**src/rtl/serial_shift_unit.sv**
```systemverilog
// Multi-cycle SLL/SRL/SRA shifter with a start/done handshake; busy stalls the pipeline.
// Optional build macro SHIFT_MULTI_STEP_EN: shift by 4 per cycle while at least 4 bits remain.
module serial_shift_unit #(
    parameter int DATA_WIDTH  = 32,
    parameter int SHAMT_WIDTH = 5
) (
    input  logic                   clk,
    input  logic                   reset,
    input  logic                   in_start_1,
    input  logic [1:0]             in_op_2,
    input  logic [DATA_WIDTH-1:0]  in_data_32,
    input  logic [SHAMT_WIDTH-1:0] in_shamt_5,
    output logic                   out_busy_1,
    output logic                   out_done_1,
    output logic [DATA_WIDTH-1:0]  out_result_32
);

    localparam logic [1:0] OP_SLL = 2'b00;
    localparam logic [1:0] OP_SRL = 2'b01;
    localparam logic [1:0] OP_SRA = 2'b10;
    localparam logic [1:0] OP_RSV = 2'b11;
    localparam logic [SHAMT_WIDTH-1:0] ONE = SHAMT_WIDTH'(1);

    typedef enum logic [1:0] {IDLE, SHIFT, DONE} state_t;

    state_t                 state_reg, state_next;
    logic [DATA_WIDTH-1:0]  result_reg, result_next;
    logic [SHAMT_WIDTH-1:0] count_reg, count_next;
    logic [1:0]             op_reg, op_next;
    logic [DATA_WIDTH-1:0]  shift1;

    always_comb begin
        shift1 = result_reg;
        case (op_reg)
            OP_SLL:  shift1 = {result_reg[DATA_WIDTH-2:0], 1'b0};
            OP_SRL:  shift1 = {1'b0, result_reg[DATA_WIDTH-1:1]};
            OP_SRA:  shift1 = {result_reg[DATA_WIDTH-1], result_reg[DATA_WIDTH-1:1]};
            default: shift1 = result_reg;
        endcase
    end

`ifdef SHIFT_MULTI_STEP_EN
    localparam logic [SHAMT_WIDTH-1:0] FOUR = SHAMT_WIDTH'(4);
    logic [DATA_WIDTH-1:0] shift4;

    always_comb begin
        shift4 = result_reg;
        case (op_reg)
            OP_SLL:  shift4 = {result_reg[DATA_WIDTH-5:0], 4'b0000};
            OP_SRL:  shift4 = {4'b0000, result_reg[DATA_WIDTH-1:4]};
            OP_SRA:  shift4 = {{4{result_reg[DATA_WIDTH-1]}}, result_reg[DATA_WIDTH-1:4]};
            default: shift4 = result_reg;
        endcase
    end
`endif

    always_comb begin
        state_next  = state_reg;
        result_next = result_reg;
        count_next  = count_reg;
        op_next     = op_reg;
        case (state_reg)
            IDLE: begin
                if (in_start_1) begin
                    result_next = in_data_32;
                    op_next     = in_op_2;
                    count_next  = in_shamt_5;
                    // Reserved op behaves as a zero-length shift: operand passes through.
                    if (in_op_2 == OP_RSV || in_shamt_5 == '0) begin
                        count_next = '0;
                        state_next = DONE;
                    end else begin
                        state_next = SHIFT;
                    end
                end
            end
            SHIFT: begin
`ifdef SHIFT_MULTI_STEP_EN
                if (count_reg >= FOUR) begin
                    result_next = shift4;
                    count_next  = count_reg - FOUR;
                end else begin
                    result_next = shift1;
                    count_next  = count_reg - ONE;
                end
                if (count_next == '0) begin
                    state_next = DONE;
                end
`else
                result_next = shift1;
                count_next  = count_reg - ONE;
                if (count_reg == ONE) begin
                    state_next = DONE;
                end
`endif
            end
            DONE:    state_next = IDLE;
            default: state_next = IDLE;
        endcase
    end

    always_ff @(posedge clk or posedge reset) begin
        if (reset) begin
            state_reg  <= IDLE;
            result_reg <= '0;
            count_reg  <= '0;
            op_reg     <= 2'b00;
        end else begin
            state_reg  <= state_next;
            result_reg <= result_next;
            count_reg  <= count_next;
            op_reg     <= op_next;
        end
    end

    assign out_busy_1    = (state_reg != IDLE);
    assign out_done_1    = (state_reg == DONE);
    assign out_result_32 = result_reg;

endmodule

```
**config.mk**
```make
export PLATFORM = sky130hd
export DESIGN_NAME = serial_shift_unit
export DESIGN_NICKNAME = d
export VERILOG_FILES = /design/src/rtl/serial_shift_unit.sv
export SDC_FILE = /design/constraint.sdc
export NUM_CORES = 1
export LEC_CHECK = 0
export BUFFER_PORTS_ARGS = -buffer_cell sky130_fd_sc_hd__buf_2
export CORE_MARGIN = 2
export CORE_UTILIZATION = 40
export CTS_BUF_LIST = sky130_fd_sc_hd__clkbuf_2
export CTS_CLUSTER_SIZE = 10
export DETAILED_ROUTE_END_ITERATION = 8
export PLACE_DENSITY = 0.64
export RECOVER_POWER = 50
export SLEW_MARGIN = 10
export SYNTH_ARGS = -nofsm -noshare
export SYNTH_HDL_FRONTEND = slang
export SYNTH_SLANG_ARGS = --single-unit
```
**constraint.sdc**
```tcl
create_clock -name clk -period 4.75 [get_ports clk]
set_input_delay 0.7125 -clock clk [delete_from_list [all_inputs] [get_ports clk]]
set_output_delay 0.7125 -clock clk [all_outputs]
set_load 0.02 [all_outputs]
```
-- Yosys cells after proc, flatten, opt, wreduce, memory -nomap -nowiden
Index checks and enable logic that the tools add are counted.
- bits in read-only memories: 0
- memory bits (writable): 0
- latch bits: 0
- logic and storage cells: 38
- bits of input ports: 42
- flip-flop bits (word level): 41
- memories kept: 0
- multipliers: 0
- divide/modulo/power cells: 0
- bitwise gates (word level): 0
- order comparisons: 0
- add/sub/neg operators: 1
- reductions and logical operators: 11
- eq/ne operators: 11
- shift-type cells: 0
- mux-type cells: 10
- operator list (operator ; number):
    32-bit one-hot mux with 3 select lines ; 1
    32-bit one-hot mux with 2 select lines ; 1
    32-bit 2-to-1 mux ; 1
    5-bit 2-to-1 mux ; 2
    5-bit one-hot mux with 2 select lines ; 1
    2-bit equality test, second input constant ; 3
    2-bit 2-to-1 mux ; 3
    2-bit inequality test, second input constant ; 3
    2-bit AND reduction ; 3
    5-bit by 1-bit equality test with 1-bit output, second input constant ; 1
    5-bit zero test ; 1
    5-bit by 1-bit subtractor with 5-bit output, second input constant ; 1
    2-bit by 1-bit equality test with 1-bit output, second input constant ; 2
    2-bit zero test ; 2
    4-bit by 1-bit inequality test with 1-bit output, second input constant ; 1
    2-bit one-hot mux with 2 select lines ; 1
    4-bit AND reduction ; 1
    2-bit nonzero test ; 2
    3-bit by 1-bit inequality test with 1-bit output, second input constant ; 1
    3-bit AND reduction ; 1
    1-bit logical OR ; 1

-- Depth between registers and ports, before layout
- depth after elaboration: 5
- gate-level depth with buffers: 7
- depth with buffers taken out: 6

-- Least setup slack after synthesis
No wires, ideal clock.
- path kind: input -> register
- start point: input in_shamt_5[3]
- end point: register state_reg[1]
- stages: 3
- slack: 3.021 ns
- path buffers: 0
- required time: 4.649 ns
- arrival time: 1.629 ns
- cells stage by stage: or4_1 > o21a_1 > o32ai_1
- cells in the longest elaborated chain, start to end: 5
- ends and longest elaborated chain (what ; RTL line ; text):
    start: declaration ; 12 ; input logic [SHAMT_WIDTH-1:0] in_shamt_5,
    5-bit zero test ; 69 ; if (in_op_2 == OP_RSV || in_shamt_5 == '0) begin
    1-bit logical OR ; 69 ;
    2-bit 2-to-1 mux ; 69 ;
    2-bit 2-to-1 mux ; 64 ; if (in_start_1) begin
    2-bit one-hot mux with 2 select lines ; 62 ; case (state_reg)
    end signal: assignment ; 109 ; state_reg <= state_next;
    end: declaration ; 26 ; state_t state_reg, state_next;
Every way passes these cells. The select of a mux whose other input is x is not followed.
A chain may end at the register's enable or synchronous reset.

-- Final worst setup path
- start point: register op_reg[0]
- end point: register result_reg[24], in the netlist out_result_32[24]
- cells in the longest elaborated chain, start to end: 3
- elaborated cells on any way between the ends: 7
- classes of those cells: eq/ne: 3; mux: 2; reduce/logical: 2
- ends and longest elaborated chain (what ; RTL line ; text):
    start: declaration ; 29 ; logic [1:0] op_reg, op_next;
    start signal: assignment ; 112 ; op_reg <= op_next;
    2-bit equality test (tied with other cells) ; 34 ; case (op_reg)
    32-bit one-hot mux with 3 select lines / 4-bit by 1-bit inequality test with 1-bit output (equally long branches) ; -- ;
    32-bit one-hot mux with 2 select lines / 3-bit AND reduction (equally long branches) ; -- ;
    end signal: assignment ; 110 ; result_reg <= result_next;
    end: declaration ; 27 ; logic [DATA_WIDTH-1:0] result_reg, result_next;
Several ways; a longest one is shown, not always the timed one.

==> impl_metrics.prom <==
# TYPE chip_impl_metric gauge
chip_impl_metric{name="ys_async_sr_fraction",unit="%"} 100
chip_impl_metric{name="number_of_drc_violations_after_detailed_routing",unit=""} 0
chip_impl_info{name="failing_checks",value="capacitance limit, slew limit"} 1
chip_impl_metric{name="final_layout_size_suffix_gt1_share",unit="%"} 32.5
chip_impl_metric{name="p_clk_share",unit="%"} 6.3
chip_impl_metric{name="switching_share",unit="%"} 51.8
chip_impl_metric{name="antenna_diode_count",unit=""} 0
chip_impl_metric{name="rr_worst_depth",unit=""} 6
chip_impl_info{name="cts-root-buf",value="sky130_fd_sc_hd__clkbuf_2"} 1
chip_impl_metric{name="clock_sinks",unit=""} 41
chip_impl_metric{name="worstSkewPairLatency",unit="ps"} 420
chip_impl_metric{name="final_clock_skew",unit="ps"} 15.2
chip_impl_metric{name="combPwrFrac",unit="%"} 63.0
chip_impl_metric{name="vias",unit=""} 2151
chip_impl_info{name="timing.critical_path.slowest_stage_cell",value="sky130_fd_sc_hd__ha_1"} 1
chip_impl_metric{name="synth.cell_area",unit="um2"} 2530
chip_impl_metric{name="detailedRoute.firstPassIterationCount",unit=""} 4
chip_impl_metric{name="period_share",unit="%"} 64.9
chip_impl_metric{name="coreArea",unit="um2"} 6030
chip_impl_metric{name="holdBufCountCts",unit=""} 0
chip_impl_metric{name="hold_slack",unit="ps"} 509
chip_impl_info{name="criticalPathCategory",value="reg2reg"} 1
chip_impl_metric{name="count_of_flip_flops_with_a_built_in_enable_after_synthesis",unit=""} 0
chip_impl_metric{name="initial_core_utilization",unit="%"} 41.9
chip_impl_info{name="postSynth.topFlopCell",value="sky130_fd_sc_hd__dfrtp_1"} 1
chip_impl_metric{name="gr-total-overflow",unit=""} 0
chip_impl_metric{name="pin_count",unit=""} 76
chip_impl_metric{name="die_area",unit="um2"} 6970
chip_impl_metric{name="drt-initial-drc-count",unit=""} 140
chip_impl_metric{name="wl_per_cell",unit="um"} 15.2
chip_impl_info{name="tritoncts",value="yes"} 1
chip_impl_metric{name="timing.final.hold_violations",unit=""} 0
chip_impl_metric{name="worst_pin_slew",unit="ps"} 2270
chip_impl_metric{name="cts.reportedPaths.clkPinSlew",unit="ps"} 210
chip_impl_metric{name="setup_total_negative_slack",unit="ps"} 0
chip_impl_metric{name="p_int",unit="uW"} 1190
chip_impl_info{name="synth.most_common_cell",value="sky130_fd_sc_hd__dfrtp_1"} 1
chip_impl_info{name="r2r-end",value="out_result_32[24]"} 1
chip_impl_metric{name="dp_hpwl",unit="mm"} 4.03
chip_impl_metric{name="ys_seq_area_share",unit="%"} 40.6
chip_impl_metric{name="post_drt_via_cell_ratio",unit=""} 5.49
chip_impl_metric{name="grt_pass1_wl",unit="mm"} 10.2
chip_impl_metric{name="chipWidth",unit="um"} 83.5
chip_impl_metric{name="final-max-slew-violation-count",unit=""} 42
chip_impl_info{name="hold_path.class",value="in2reg"} 1
chip_impl_info{name="synth.area.top_cells",value="sky130_fd_sc_hd__dfrtp_1 41%, sky130_fd_sc_hd__a221oi_2 15%, sky130_fd_sc_hd__nor3b_1 9.2%"} 1
chip_impl_info{name="holdPathEnd",value="count_reg[4]"} 1
chip_impl_info{name="crit_chain",value="inv_1 > ha_1 > o21ai_0 > nor2_4 > a221oi_1 > a21oi_1"} 1
chip_impl_metric{name="data_required_time_at_the_worst_endpoint",unit="ps"} 5110
chip_impl_metric{name="place_congestion",unit=""} 0.817
chip_impl_metric{name="p_per_area",unit="nW/um2"} 854
chip_impl_info{name="hold_path.startpoint",value="in_shamt_5[4]"} 1
chip_impl_metric{name="fin_nets",unit=""} 363
chip_impl_metric{name="number_of_port_buffers",unit=""} 75
chip_impl_metric{name="setup-violations-final",unit=""} 0
chip_impl_info{name="status",value="finished, violations left"} 1
chip_impl_metric{name="grt_usage",unit="%"} 17.6
chip_impl_metric{name="core.rowCount",unit=""} 28
chip_impl_metric{name="grt_antenna_before_repair",unit=""} 0
chip_impl_metric{name="timing.critical_path.slowest_cell_delay",unit="ps"} 960
chip_impl_metric{name="synth_nets",unit=""} 301
chip_impl_info{name="startpoint_type",value="flop"} 1
chip_impl_metric{name="clk_path_buf_depth",unit=""} 2
chip_impl_metric{name="grt_start_max_net_pins",unit=""} 69
chip_impl_metric{name="ys_warn_count",unit=""} 0
chip_impl_info{name="endpoint_kind",value="flop"} 1
chip_impl_metric{name="whs_path_depth",unit=""} 3
chip_impl_metric{name="relSlewSlack",unit="%"} -51.5
chip_impl_metric{name="max_fclk",unit="MHz"} 325
chip_impl_metric{name="cts_made_buffers",unit=""} 5
chip_impl_metric{name="cts-htree-levels",unit=""} 2
chip_impl_metric{name="ctsResizeCount",unit=""} 0
chip_impl_metric{name="drv.max_cap_violation_count",unit=""} 1
chip_impl_info{name="unrepaired_setup_endpoints_after_global_routing",value="no"} 1
chip_impl_metric{name="synthToLayoutAreaGrowth",unit="%"} 14.7
chip_impl_metric{name="netSwitchingPower",unit="uW"} 1280
chip_impl_metric{name="timing.critical_path.fanout_max",unit=""} 32
chip_impl_metric{name="timing.final.crit_period",unit="ps"} 3080
chip_impl_info{name="critical_path.top_delay_family",value="adder cells"} 1
chip_impl_metric{name="die-height",unit="um"} 83.5
chip_impl_info{name="yosysTopAreaCell",value="sky130_fd_sc_hd__dfrtp_1"} 1
chip_impl_metric{name="power.static_leakage",unit="uW"} 0.00120
chip_impl_metric{name="grt_pass1_vias",unit=""} 2136
chip_impl_metric{name="route.final.wire_length",unit="mm"} 5.95
chip_impl_info{name="rr_startpoint",value="op_reg[0]"} 1
chip_impl_metric{name="post-cts-setup-buffers",unit=""} 0
chip_impl_metric{name="yosys_register_bits",unit=""} 41
chip_impl_metric{name="r2r_setup_slack",unit="ps"} 1670
chip_impl_metric{name="syn_area_per_cell",unit="um2"} 9.95
chip_impl_info{name="synth_top_cells_by_count",value="41 x sky130_fd_sc_hd__dfrtp_1, 38 x sky130_fd_sc_hd__a21oi_1, 38 x sky130_fd_sc_hd__nor2_1, 31 x sky130_fd_sc_hd__nor3b_1, 25 x sky130_fd_sc_hd__a221oi_2"} 1
chip_impl_metric{name="synth_top_cell_area_share",unit="%"} 40.6
chip_impl_metric{name="critPathArrivalTime",unit="ps"} 3440
chip_impl_metric{name="critical_path_buf_inv_count",unit=""} 1
chip_impl_metric{name="synth_cells",unit=""} 254
chip_impl_metric{name="largest_reg_flops",unit=""} 32
chip_impl_metric{name="detail-route-antenna-nets",unit=""} 0
chip_impl_metric{name="post_synthesis_cell_type_count",unit=""} 39
chip_impl_metric{name="p_seq_share",unit="%"} 30.8
chip_impl_metric{name="peakVddDrop",unit="mV"} 0.359
[power by group through the flow]
stage          registers [uW]  logic (uW)  clock network [uW]
6_report                  761        1560                 156
5_1_grt                   793        1750                 179
4_1_cts                   760        1580                 162
3_5_place_dp              768        1580                   0
3_3_place_gp              765        1550                   0
2_1_floorplan             885        1160                   0
[how the worst max path moves through the flow]
stage,from,endpoint,depth (start not counted)
2_1_floorplan,in_shamt_5[3],state_reg[1],3
3_3_place_gp,op_reg[0],out_result_32[22],6
3_5_place_dp,op_reg[0],out_result_32[23],6
4_1_cts,op_reg[0],out_result_32[22],6
5_1_grt,op_reg[0],out_result_32[24],6
6_report,op_reg[0],out_result_32[24],6
[metrics by stage]
step,cell area (um2),utilization [%],total power [uW],cells,worst slack [ps]
floorplan,2530,-,2040,254,3020
global placement,2880,47.7,2310,384,1800
detailed placement,2880,47.7,2350,384,1710
CTS,2920,48.4,2500,392,1660
global route,2900,48.1,2720,392,1320
finish,2900,48.1,2470,392,1670
[cell families after synthesis]
group	Yosys count	share of synthesized area [%]
simple gates	90	19.9
compound gates	87	29.7
flops	41	40.6
buf+inv	30	7.03
fa+ha+maj	5	2.48
mux	1	0.396
[cells in the final DEF (no fill, tap or decap), drive strengths merged]
cell type and count:
buf 65, dfrtp 41, nor2 39, a21oi 39
nor3b 31, a221oi 30, clkbuf 18, nand2 7
inv 7, ha 5, o21ai 4, nand2b 4
clkinv 3, nor2b 2, o21a 2, nand3b 2
o21bai 1, or4 1, a22oi 1, a311oi 1
and4 1, a211oi 1, mux2i 1, o32ai 1
or2 1, a2bb2oi 1, o221ai 1, o221a 1
o211ai 1, o31ai 1, or3 1, nor3 1
a31oi 1, o22ai 1
[layer usage]
metal  track usage [%]  wire length [um]  part of all wire, %  vias up
li1                  -                 -                    -     1075
met1              23.9              2790                   47     1025
met2              28.0              2780                   47       46
met3              5.24               329                  5.5        5
met4              3.96                57                 0.96        0
met5                 0                 0                    0        -
[final cells by class]
cell class	instances	area, um2
sequential	41	1030
multi-input combinational	183	1340
clock buffer	6	30.0
fill	627	3130
tap	75	93.8
clock inverter	2	10.0
timing repair buffer	77	373
inverter	8	30.0
[worst reg2reg max path, stage by stage, from the launching register on]
cell                       delay [ps]
sky130_fd_sc_hd__dfrtp_1          400
sky130_fd_sc_hd__inv_1             70
sky130_fd_sc_hd__ha_1             960
sky130_fd_sc_hd__o21ai_0          350
sky130_fd_sc_hd__nor2_4           860
sky130_fd_sc_hd__a221oi_1         190
sky130_fd_sc_hd__a21oi_1          190
Note: power is estimated with default switching activity, not from simulation.
